===== config.mk =====
export PLATFORM = sky130hd
export DESIGN_NAME = md5_board_ctrl_flat
export DESIGN_NICKNAME = d
export VERILOG_FILES = /design/src/rtl/md5_board_pkg.sv /design/src/rtl/md5_board_ctrl_if.sv /design/src/rtl/sync_2ff.sv /design/src/rtl/md5_board_ctrl.sv /design/src/flat_wrapper.sv
export SDC_FILE = /design/constraint.sdc
export NUM_CORES = 1
export LEC_CHECK = 0
export BUFFER_PORTS_ARGS = -buffer_cell sky130_fd_sc_hd__buf_2
export CORE_UTILIZATION = 35
export CTS_CLUSTER_DIAMETER = 120
export DETAILED_ROUTE_END_ITERATION = 8
export GPL_ROUTABILITY_DRIVEN = 0
export MAX_ROUTING_LAYER = met4
export PLACE_DENSITY_LB_ADDON = 0.3
export SYNTH_ARGS = -nofsm -noshare
export SYNTH_HDL_FRONTEND = slang
export SYNTH_SLANG_ARGS = --single-unit

===== constraint.sdc =====
create_clock -name clk -period 2.8 [get_ports clk]
set_clock_uncertainty 0.2 [all_clocks]
set_input_delay 0.42 -clock clk [delete_from_list [all_inputs] [get_ports clk]]
set_output_delay 0.42 -clock clk [all_outputs]
set_load 0.03 [all_outputs]

===== src/rtl/md5_board_pkg.sv =====
// Shared types and constants for the MD5 board housekeeping controller.
// Holds the sequencer states, default cycle counts and a popcount helper.
package md5_board_pkg;

  typedef enum logic [1:0] {
    HOLD      = 2'd0,
    WAIT_LOCK = 2'd1,
    QUALIFY   = 2'd2,
    RUN       = 2'd3
  } board_state_e;

  localparam int unsigned LOCK_CYCLES_DFLT = 1024;
  localparam int unsigned STRETCH_DFLT     = 15000000;
  localparam int unsigned HB_DFLT          = 75000000;

  // Widest vector popcount accepts; narrower callers zero-extend.
  localparam int unsigned POP_MAX_W = 64;

  function automatic int unsigned popcount(input logic [POP_MAX_W-1:0] v);
    logic [POP_MAX_W-1:0] w;
    int unsigned          n;
    w = v;
    n = 0;
    for (int unsigned k = 0; k < POP_MAX_W; k++) begin
      n = n + 32'(w[0]);
      w = w >> 1;
    end
    return n;
  endfunction

endpackage


===== src/rtl/md5_board_ctrl_if.sv =====
// Board-side signal bundle between the housekeeping controller and the board top.
// slave is the controller view; master is the board/stimulus view.
interface md5_board_ctrl_if #(
  parameter int unsigned NUM_CORES = 4,
  parameter int unsigned NUM_LEDS  = 4,
  parameter int unsigned COUNT_W   = 16
);

  logic                 locked;
  logic [NUM_CORES-1:0] match_in;
  logic                 clear_in;
  logic                 core_reset;
  logic                 led0_r;
  logic                 led0_b;
  logic                 match_led;
  logic                 heartbeat;
  logic [NUM_LEDS-1:0]  led;
  logic [COUNT_W-1:0]   match_count;

  modport master (
    output locked, match_in, clear_in,
    input  core_reset, led0_r, led0_b, match_led, heartbeat, led, match_count
  );

  modport slave (
    input  locked, match_in, clear_in,
    output core_reset, led0_r, led0_b, match_led, heartbeat, led, match_count
  );

endinterface


===== src/rtl/sync_2ff.sv =====
// Two-flop synchroniser with asynchronous active-low reset to zero.
// Used both for the clock-wizard lock and for the reset deassert path.
module sync_2ff #(
  parameter int unsigned WIDTH = 1
) (
  input  logic             clk,
  input  logic             rst_n,
  input  logic [WIDTH-1:0] d_i,
  output logic [WIDTH-1:0] q_o
);

  logic [WIDTH-1:0] meta_q;
  logic [WIDTH-1:0] sync_q;

  always_ff @(posedge clk or negedge rst_n) begin
    if (!rst_n) begin
      meta_q <= '0;
      sync_q <= '0;
    end else begin
      meta_q <= d_i;
      sync_q <= meta_q;
    end
  end

  assign q_o = sync_q;

endmodule


===== src/rtl/md5_board_ctrl.sv =====
// Board housekeeping for multi-core MD5 tops: lock-qualified core reset sequencing,
// sticky per-core match LEDs, stretched match indicator, heartbeat and match counter.
module md5_board_ctrl
  import md5_board_pkg::*;
#(
  parameter int unsigned NUM_CORES      = 4,
  parameter int unsigned NUM_LEDS       = 4,
  parameter int unsigned LOCK_CYCLES    = LOCK_CYCLES_DFLT,
  parameter int unsigned STRETCH_CYCLES = STRETCH_DFLT,
  parameter int unsigned HB_CYCLES      = HB_DFLT,
  parameter int unsigned COUNT_W        = 16
) (
  input  logic             clk,
  input  logic             reset_n,
  md5_board_ctrl_if.slave  bus
);

  localparam int unsigned LK_W  = $clog2(LOCK_CYCLES + 1);
  localparam int unsigned ST_W  = $clog2(STRETCH_CYCLES + 1);
  localparam int unsigned HB_W  = $clog2(HB_CYCLES + 1);
  localparam int unsigned PC_W  = $clog2(NUM_CORES + 1);
  localparam int unsigned SUM_W = ((COUNT_W > PC_W) ? COUNT_W : PC_W) + 1;
  localparam logic [COUNT_W-1:0] CNT_MAX = '1;

  logic rst_n_s;
  logic locked_s;

  board_state_e         state_q,      state_d;
  logic [LK_W-1:0]      lk_cnt_q,     lk_cnt_d;
  logic                 core_reset_q, core_reset_d;
  logic [NUM_CORES-1:0] match_q,      match_d;
  logic [NUM_LEDS-1:0]  led_q,        led_d;
  logic [COUNT_W-1:0]   cnt_q,        cnt_d;
  logic [ST_W-1:0]      st_cnt_q,     st_cnt_d;
  logic                 match_led_q,  match_led_d;
  logic [HB_W-1:0]      hb_cnt_q,     hb_cnt_d;
  logic                 hb_q,         hb_d;

  logic [NUM_CORES-1:0] rise;
  logic [NUM_LEDS-1:0]  led_set;
  logic [PC_W-1:0]      pop;
  logic [COUNT_W-1:0]   cnt_base;
  logic [SUM_W-1:0]     cnt_sum;

  // Reset asserts asynchronously, releases two clocks after the button lets go.
  sync_2ff #(.WIDTH(1)) u_rst_sync (
    .clk   (clk),
    .rst_n (reset_n),
    .d_i   (1'b1),
    .q_o   (rst_n_s)
  );

  sync_2ff #(.WIDTH(1)) u_lock_sync (
    .clk   (clk),
    .rst_n (rst_n_s),
    .d_i   (bus.locked),
    .q_o   (locked_s)
  );

  // Lock qualification sequencer.
  always_comb begin
    state_d  = state_q;
    lk_cnt_d = '0;
    case (state_q)
      HOLD:      state_d = WAIT_LOCK;
      WAIT_LOCK: if (locked_s) state_d = QUALIFY;
      QUALIFY: begin
        if (!locked_s) begin
          state_d = WAIT_LOCK;
        end else if (lk_cnt_q == LK_W'(LOCK_CYCLES - 1)) begin
          state_d = RUN;
        end else begin
          lk_cnt_d = lk_cnt_q + LK_W'(1);
        end
      end
      RUN:       if (!locked_s) state_d = WAIT_LOCK;
      default:   state_d = HOLD;
    endcase
    core_reset_d = (state_d != RUN);
  end

  // Cores above the last LED fold onto it; LEDs beyond the core count stay dark.
  for (genvar l = 0; l < NUM_LEDS; l++) begin : g_led_map
    if (l >= NUM_CORES) begin : g_none
      assign led_set[l] = 1'b0;
    end else if (l < NUM_LEDS - 1) begin : g_one
      assign led_set[l] = rise[l];
    end else begin : g_fold
      assign led_set[l] = |rise[NUM_CORES-1:l];
    end
  end

  // Match edge detect, sticky LEDs and saturating counter.
  always_comb begin
    match_d = core_reset_q ? '0 : bus.match_in;
    rise    = core_reset_q ? '0 : (bus.match_in & ~match_q);

    led_d = (bus.clear_in || core_reset_q) ? '0 : led_q;
    led_d = led_d | led_set;

    pop      = PC_W'(popcount(POP_MAX_W'(rise)));
    cnt_base = (bus.clear_in || core_reset_q) ? '0 : cnt_q;
    cnt_sum  = SUM_W'(cnt_base) + SUM_W'(pop);
    cnt_d    = (cnt_sum > SUM_W'(CNT_MAX)) ? CNT_MAX : COUNT_W'(cnt_sum);
  end

  // Retriggerable match stretcher and RUN-only heartbeat.
  always_comb begin
    st_cnt_d = st_cnt_q;
    if (core_reset_q) begin
      st_cnt_d = '0;
    end else if (|rise) begin
      st_cnt_d = ST_W'(STRETCH_CYCLES);
    end else if (st_cnt_q != '0) begin
      st_cnt_d = st_cnt_q - ST_W'(1);
    end
    match_led_d = (st_cnt_d != '0);

    hb_cnt_d = '0;
    hb_d     = 1'b0;
    if ((state_q == RUN) && (state_d == RUN)) begin
      if (hb_cnt_q == HB_W'(HB_CYCLES - 1)) begin
        hb_d = ~hb_q;
      end else begin
        hb_cnt_d = hb_cnt_q + HB_W'(1);
        hb_d     = hb_q;
      end
    end
  end

  always_ff @(posedge clk or negedge rst_n_s) begin
    if (!rst_n_s) begin
      state_q      <= HOLD;
      lk_cnt_q     <= '0;
      core_reset_q <= 1'b1;
      match_q      <= '0;
      led_q        <= '0;
      cnt_q        <= '0;
      st_cnt_q     <= '0;
      match_led_q  <= 1'b0;
      hb_cnt_q     <= '0;
      hb_q         <= 1'b0;
    end else begin
      state_q      <= state_d;
      lk_cnt_q     <= lk_cnt_d;
      core_reset_q <= core_reset_d;
      match_q      <= match_d;
      led_q        <= led_d;
      cnt_q        <= cnt_d;
      st_cnt_q     <= st_cnt_d;
      match_led_q  <= match_led_d;
      hb_cnt_q     <= hb_cnt_d;
      hb_q         <= hb_d;
    end
  end

  assign bus.core_reset  = core_reset_q;
  assign bus.led0_r      = core_reset_q;
  assign bus.led0_b      = ~locked_s;
  assign bus.match_led   = match_led_q;
  assign bus.heartbeat   = hb_q;
  assign bus.led         = led_q;
  assign bus.match_count = cnt_q;

endmodule


===== src/flat_wrapper.sv =====
// flat-port wrapper written by rule: the top's interface ports become plain ports
module md5_board_ctrl_flat import md5_board_pkg::*;
#(
  parameter int unsigned NUM_CORES      = 4,
  parameter int unsigned NUM_LEDS       = 4,
  parameter int unsigned LOCK_CYCLES    = LOCK_CYCLES_DFLT,
  parameter int unsigned STRETCH_CYCLES = STRETCH_DFLT,
  parameter int unsigned HB_CYCLES      = HB_DFLT,
  parameter int unsigned COUNT_W        = 16
)
  (clk, reset_n, bus_locked, bus_match_in, bus_clear_in, bus_core_reset, bus_led0_r, bus_led0_b, bus_match_led, bus_heartbeat, bus_led, bus_match_count);
  md5_board_ctrl_if #(.NUM_CORES(NUM_CORES), .NUM_LEDS(NUM_LEDS), .COUNT_W(COUNT_W)) bus_i ();
  input  logic clk;
  input  logic reset_n;
  input wire logic [$bits(bus_i.locked)-1:0] bus_locked;
  input wire logic [$bits(bus_i.match_in)-1:0] bus_match_in;
  input wire logic [$bits(bus_i.clear_in)-1:0] bus_clear_in;
  output wire logic [$bits(bus_i.core_reset)-1:0] bus_core_reset;
  output wire logic [$bits(bus_i.led0_r)-1:0] bus_led0_r;
  output wire logic [$bits(bus_i.led0_b)-1:0] bus_led0_b;
  output wire logic [$bits(bus_i.match_led)-1:0] bus_match_led;
  output wire logic [$bits(bus_i.heartbeat)-1:0] bus_heartbeat;
  output wire logic [$bits(bus_i.led)-1:0] bus_led;
  output wire logic [$bits(bus_i.match_count)-1:0] bus_match_count;
  assign bus_i.locked = bus_locked;
  assign bus_i.match_in = bus_match_in;
  assign bus_i.clear_in = bus_clear_in;
  assign bus_core_reset = bus_i.core_reset;
  assign bus_led0_r = bus_i.led0_r;
  assign bus_led0_b = bus_i.led0_b;
  assign bus_match_led = bus_i.match_led;
  assign bus_heartbeat = bus_i.heartbeat;
  assign bus_led = bus_i.led;
  assign bus_match_count = bus_i.match_count;
  md5_board_ctrl #(.NUM_CORES(NUM_CORES), .NUM_LEDS(NUM_LEDS), .LOCK_CYCLES(LOCK_CYCLES), .STRETCH_CYCLES(STRETCH_CYCLES), .HB_CYCLES(HB_CYCLES), .COUNT_W(COUNT_W)) u_core (.clk(clk), .reset_n(reset_n), .bus(bus_i));
endmodule

Word-level counts from Yosys, hierarchy flattened
Cells that the tools add are included.
{"block": "word_totals", "input_bits": 8, "output_inout_bits": 25, "word_cells": 61, "regBits": 95}
{"block": "classes", "n_lt_le_gt_ge": 1, "n_reduce_logical": 6, "n_addsub": 7, "eq_ne": 8, "n_bitwise": 5, "muxes": 20}
{"operator": "24-bit two-way mux", "count": 3}
{"operator": "27-bit two-way mux", "count": 2}
{"operator": "24-bit nonzero test", "count": 2}
{"operator": "11-bit two-way mux", "count": 3}
{"operator": "16-bit two-way mux", "count": 2}
{"operator": "27-bit by 1-bit adder with 27-bit output, second input constant", "count": 1}
{"operator": "27-bit == test, second input constant", "count": 1}
{"operator": "24-bit by 1-bit subtractor with 24-bit output, second input constant", "count": 1}
{"operator": "16-bit by 3-bit adder with 17-bit output", "count": 1}
{"operator": "17-bit by 16-bit > comparator with 1-bit output, second input constant", "count": 1}
{"operator": "4-bit two-way mux", "count": 3}
{"operator": "11-bit by 1-bit adder with 11-bit output, second input constant", "count": 1}
{"operator": "11-bit by 10-bit == test with 1-bit output, second input constant", "count": 1}
{"operator": "2-bit two-way mux", "count": 4}
{"operator": "2-bit case mux with 4 select lines", "count": 1}
{"operator": "3-bit by 1-bit adder with 3-bit output", "count": 2}
{"operator": "2-bit == test, second input constant", "count": 3}
{"operator": "4-bit AND", "count": 1}
{"operator": "2-bit inequality test, second input constant", "count": 2}
{"operator": "4-bit inverter", "count": 1}
{"operator": "4-bit OR", "count": 1}
{"operator": "4-bit OR reduction", "count": 1}
{"operator": "1-bit by 1-bit adder with 2-bit output", "count": 1}
{"operator": "2-bit by 1-bit == test with 1-bit output, second input constant", "count": 1}
{"operator": "other kinds (5)", "count": 7}

Longest topological paths before layout
{"block": "logic_depth", "depth_word": 9, "depth_mapped": 15, "mapped_depth_nobuf": 14}

Modules after synthesis
Synthesis repeated with hierarchy kept, for this count alone.
{"block": "unflattened", "hier_cells": 483, "hier_area_um2": 4635.7}
{"mod": "md5_board_ctrl", "seq_area_each_um2": 2278.4, "cells_each": 479, "instances": 1, "area_each_um2": 4535.6}
{"mod": "sync_2ff", "seq_area_each_um2": 50.0, "cells_each": 2, "instances": 2, "area_each_um2": 50.0}

Least setup slack after synthesis
No wires, ideal clock.
{"block": "synth_timing", "kind": "reg-to-reg", "startpoint": "register u_core.core_reset_q (netlist: u_core.bus.core_reset)", "endpoint": "register u_core.cnt_q[10] (netlist: u_core.bus.match_count[10])", "setup_slack_ps": -1170, "synth_period_minus_slack_ps": 3970, "stages_incl_launch_ff": 16, "arrival_ps": 3702, "t_required_ps": 2532, "n_path_buf": 2, "cell_sequence": "dfstp_2 > clkbuf_1 > nor2b_1 > nor2b_1 > ha_1 > fa_1 > ha_1 > inv_1 > fa_1 > nor2b_1 > o211ai_1 > or2_2 > nor2_1 > nand3_1 > clkbuf_1 > nand2_1"}
{"block": "synth_via", "elab_chain_cells": 7, "elab_cells_between_ends": 9, "classes_between": "add/sub: 4; order compare: 1; mux: 3; reduce/logical: 1"}
{"item": "from (decl)", "line": "md5_board_ctrl.sv:30", "source": "logic core_reset_q, core_reset_d;"}
{"item": "from (signal assigned)", "line": "md5_board_ctrl.sv:146", "source": "core_reset_q <= core_reset_d;"}
{"item": "4-bit two-way mux", "line": "md5_board_ctrl.sv:96", "source": "rise = core_reset_q ? '0 : (bus.match_in & ~match_q);"}
{"item": "1-bit by 1-bit adder with 2-bit output", "line": "md5_board_pkg.sv:25", "source": "n = n + 32'(w[0]);"}
{"item": "3-bit by 1-bit adder with 3-bit output (2 in series)", "line": "md5_board_pkg.sv:25"}
{"item": "16-bit by 3-bit adder with 17-bit output (*)", "line": "md5_board_ctrl.sv:103", "source": "cnt_sum = SUM_W'(cnt_base) + SUM_W'(pop);"}
{"item": "17-bit by 16-bit > comparator with 1-bit output", "line": "md5_board_ctrl.sv:104", "source": "cnt_d = (cnt_sum > SUM_W'(CNT_MAX)) ? CNT_MAX : COUNT_W'(cnt_sum);"}
{"item": "16-bit two-way mux (*)", "line": "md5_board_ctrl.sv:104"}
{"item": "net u_core.cnt_d[10]", "line": "md5_board_ctrl.sv:33", "source": "logic [COUNT_W-1:0] cnt_q, cnt_d;"}
{"item": "to (signal assigned)", "line": "md5_board_ctrl.sv:149", "source": "cnt_q <= cnt_d;"}
{"item": "to (decl)", "line": "md5_board_ctrl.sv:33"}
Mark *: on every way through the listed nets, which the timed path passes. The rest lies on a longest branch.
A chain may end at the register's enable or synchronous reset.

Final worst setup path
{"block": "layout_timing", "startpoint": "register u_core.core_reset_q (netlist: u_core.bus.core_reset)", "endpoint": "register u_core.cnt_q[0] (netlist: u_core.bus.match_count[0])"}
Same word-level chain as after synthesis.

==> impl_metrics.toml <==
[outcome]
outcome = "complete, but fails checks"
violations = "setup timing"

[cts]
clockRootBuffer = "clkbuf_16"
cts_num_sinks = 95
htreeDepth = 3
clockBufferDepth = 2
tritoncts = "yes"
cts_buffers = 9
clk_latency_ps = 340
clk_pin_slew_worst_paths_ps = 70

[place]
place_ws_ps = -685
place_area_mm2 = 0.00545
io_buffer_count = 32
place_hpwl_um = 7290

[routing]
drtIter0Drc = 195
firstDrtPassIters = 4
vias = 3777
ant_nets = 0
routed_wl_um = 10100
drc = 0
wl_per_cell_um = 13.4
vias_per_cell = 5.01

[layout]
layout-drive-gt1-share = 0.235
fin_nets = 593
num_antenna_cells = 0
mostFrequentLayoutCell = "dfrtp_1"
final_util = 0.447
fin_area_mm2 = 0.00599
final_cell_mix = "dfrtp_1, nor2_1, nand2_1"
area_delta_synth_final_pct = 23.2

[worst_setup_path]
worstSetupPathType = "flop to flop"
r2r_slack_ps = -460
r2r_end = "u_core.bus.match_count[0]"
crit_path_end_kind = "flop"
crit_required_ps = 2880
cp-start-kind = "flop"
r2r-start = "u_core.bus.core_reset"
cp.arrival_ps = 3340
crit_path_max_fanout = 5
rr_worst_depth = 14

[sta]
fin_crit_ps = 3260
finalCritPeriodShare = 1.16
tightestPinTransition_ps = 595
slew_viol_final = 0
max_freq_ghz = 0.307
setup_tns_ps = -6950
hold_violations = 0
setup_slack_ps = -458
setup_viol = 16
relSlewSlack = 0.601
grt_setup_unrepaired = "true"
fin_hold_ws_ps = 127

[pwr]
powerDensity_mw_per_mm2 = 621
leakage_nw = 2.78
ir_worst_vdd_uv = 234

[floorplanning]
dieHeight_um = 120
core_area_mm2 = 0.0134
die_area_mm2 = 0.0144
start_util = 0.363
die_w_um = 120
ios = 33
fp-row-count = 42

[logic_synthesis]
syn_inst = 505
synth-seq-cells = 95
synth.avg_cell_area_um2 = 9.63
syn-num-nets = 525
yosys_warnings = 0
synthDistinctLibCells = 53
yosysSeqAreaShare = 0.489
synth_area_mm2 = 0.00486
dominantRegCellSynth = "dfrtp_1"
synth_top_area_share = 0.484
synth_edf_count = 0
async_reset_ff_frac = 1.00
synth_area_leaders = "dfrtp_1, xnor2_1, nor2_1"
yosysTopAreaCell = "dfrtp_1"

[global_route]
grt_pass1_vias = 3749
busiest_layer = "met2"
met2_usage = 0.241
gr-total-overflow = 0
grt_max_degree = 53
antenna_found_initial = 0
grt_first_pass_wirelength_um = 17600
use_met1 = 0.209
met3_usage = 0.0375
grt_use_total = 0.159

[worst_hold_path]
min_path_type = "flop to asynchronous set/reset pin"

[run]
drv_cap = 0
state kept, by name (all words and copies together), names as in the netlist, 2 cells and up:
signal,cells
u_core.bus.led,4
u_core.bus.match_count,16
u_core.hb_cnt_q,27
u_core.lk_cnt_q,11
u_core.match_q,4
u_core.st_cnt_q,24
u_core.state_q,2
cell usage after synthesis, drive strengths merged, types with 9 or more instances:
| library cell | number |
|---|---|
| dfrtp | 94 |
| nor2 | 66 |
| nand2 | 55 |
| xnor2 | 39 |
| nand3 | 26 |
| xor2 | 22 |
| a21oi | 20 |
| nor3 | 20 |
| inv | 17 |
| nor4 | 17 |
| nand4 | 16 |
| ha | 10 |
| and3 | 9 |
| buf | 9 |
| o21ai | 9 |
power breakdown:
part           switching, mW  internal, mW
Sequential            0.0629          1.42
Combinational          0.548         0.462
Clock                  0.529         0.699
through the flow:
stage	instances	power (mW)
2_1_floorplan	505	2.20
3_3_place_gp	731	2.43
3_5_place_dp	731	2.44
4_1_cts	750	3.70
5_1_grt	754	3.93
6_report	754	3.72
per-layer routing:
layer  part of all wire  vias to the layer above
met1               0.48                     1828
li1                   -                     1873
met3              0.036                       15
met5                  0                        -
met2               0.46                       61
met4              0.018                        0
worst max-delay path, stage by stage (launching register included):
cell,delay (ps)
dfstp_2,560
nor2b_2,50
nor2b_4,130
ha_4,230
fa_2,570
ha_4,140
inv_2,30
fa_2,360
nor2b_4,120
o211ai_1,100
or2_4,270
nor2_4,100
nand3_4,100
buf_6,150
nand2b_1,60
how the worst max path moves through the flow:
| stage | from | cells after the start | slack [ps] | endpoint |
|---|---|---|---|---|
| after floorplan | u_core.bus.core_reset | 15 | -830 | u_core.bus.match_count[9] |
| after global placement | bus_match_in[1] | 15 | -650 | u_core.bus.match_count[13] |
| after detailed placement | bus_match_in[1] | 15 | -680 | u_core.bus.match_count[10] |
| after CTS | u_core.bus.core_reset | 14 | -550 | u_core.bus.match_count[11] |
| after global routing | u_core.bus.core_reset | 14 | -580 | u_core.bus.match_count[0] |
| final | u_core.bus.core_reset | 14 | -460 | u_core.bus.match_count[0] |
kinds of logic (layout without fill, tap and decap cells):
group,count (synthesis),count (layout),share of synthesized area
multiplexers,1,1,0.00206
flip-flops,95,95,0.489
buffers and inverters,34,107,0.0337
adder cells (fa/ha/maj),12,12,0.0340
AND/OR/NAND/NOR,251,251,0.265
XOR/XNOR,61,61,0.110
other,1,1,0.000771
AO/OA/AOI/OAI,50,50,0.0656
layout make-up:
| type | instances | area [µm²] |
|---|---|---|
| clock buffers | 10 | 229 |
| well taps | 176 | 220 |
| repair buffers | 74 | 504 |
| clock inverters | 6 | 68.8 |
| flip-flops and latches | 95 | 2380 |
| inverters | 17 | 63.8 |
| multi-input cells | 376 | 2520 |
| fillers | 1267 | 7410 |
timing repair:
item                                    4_1_cts  5_1_grt
hold buffers                                  2        0
pin swaps                                     4        9
endpoints found under the hold margin         3        0
resized for setup                            14       30
setup buffers                                 1        3
endpoints found under the setup margin       16       17
cloned                                        0        1
No activity file was read; power rests on OpenSTA's default activity.
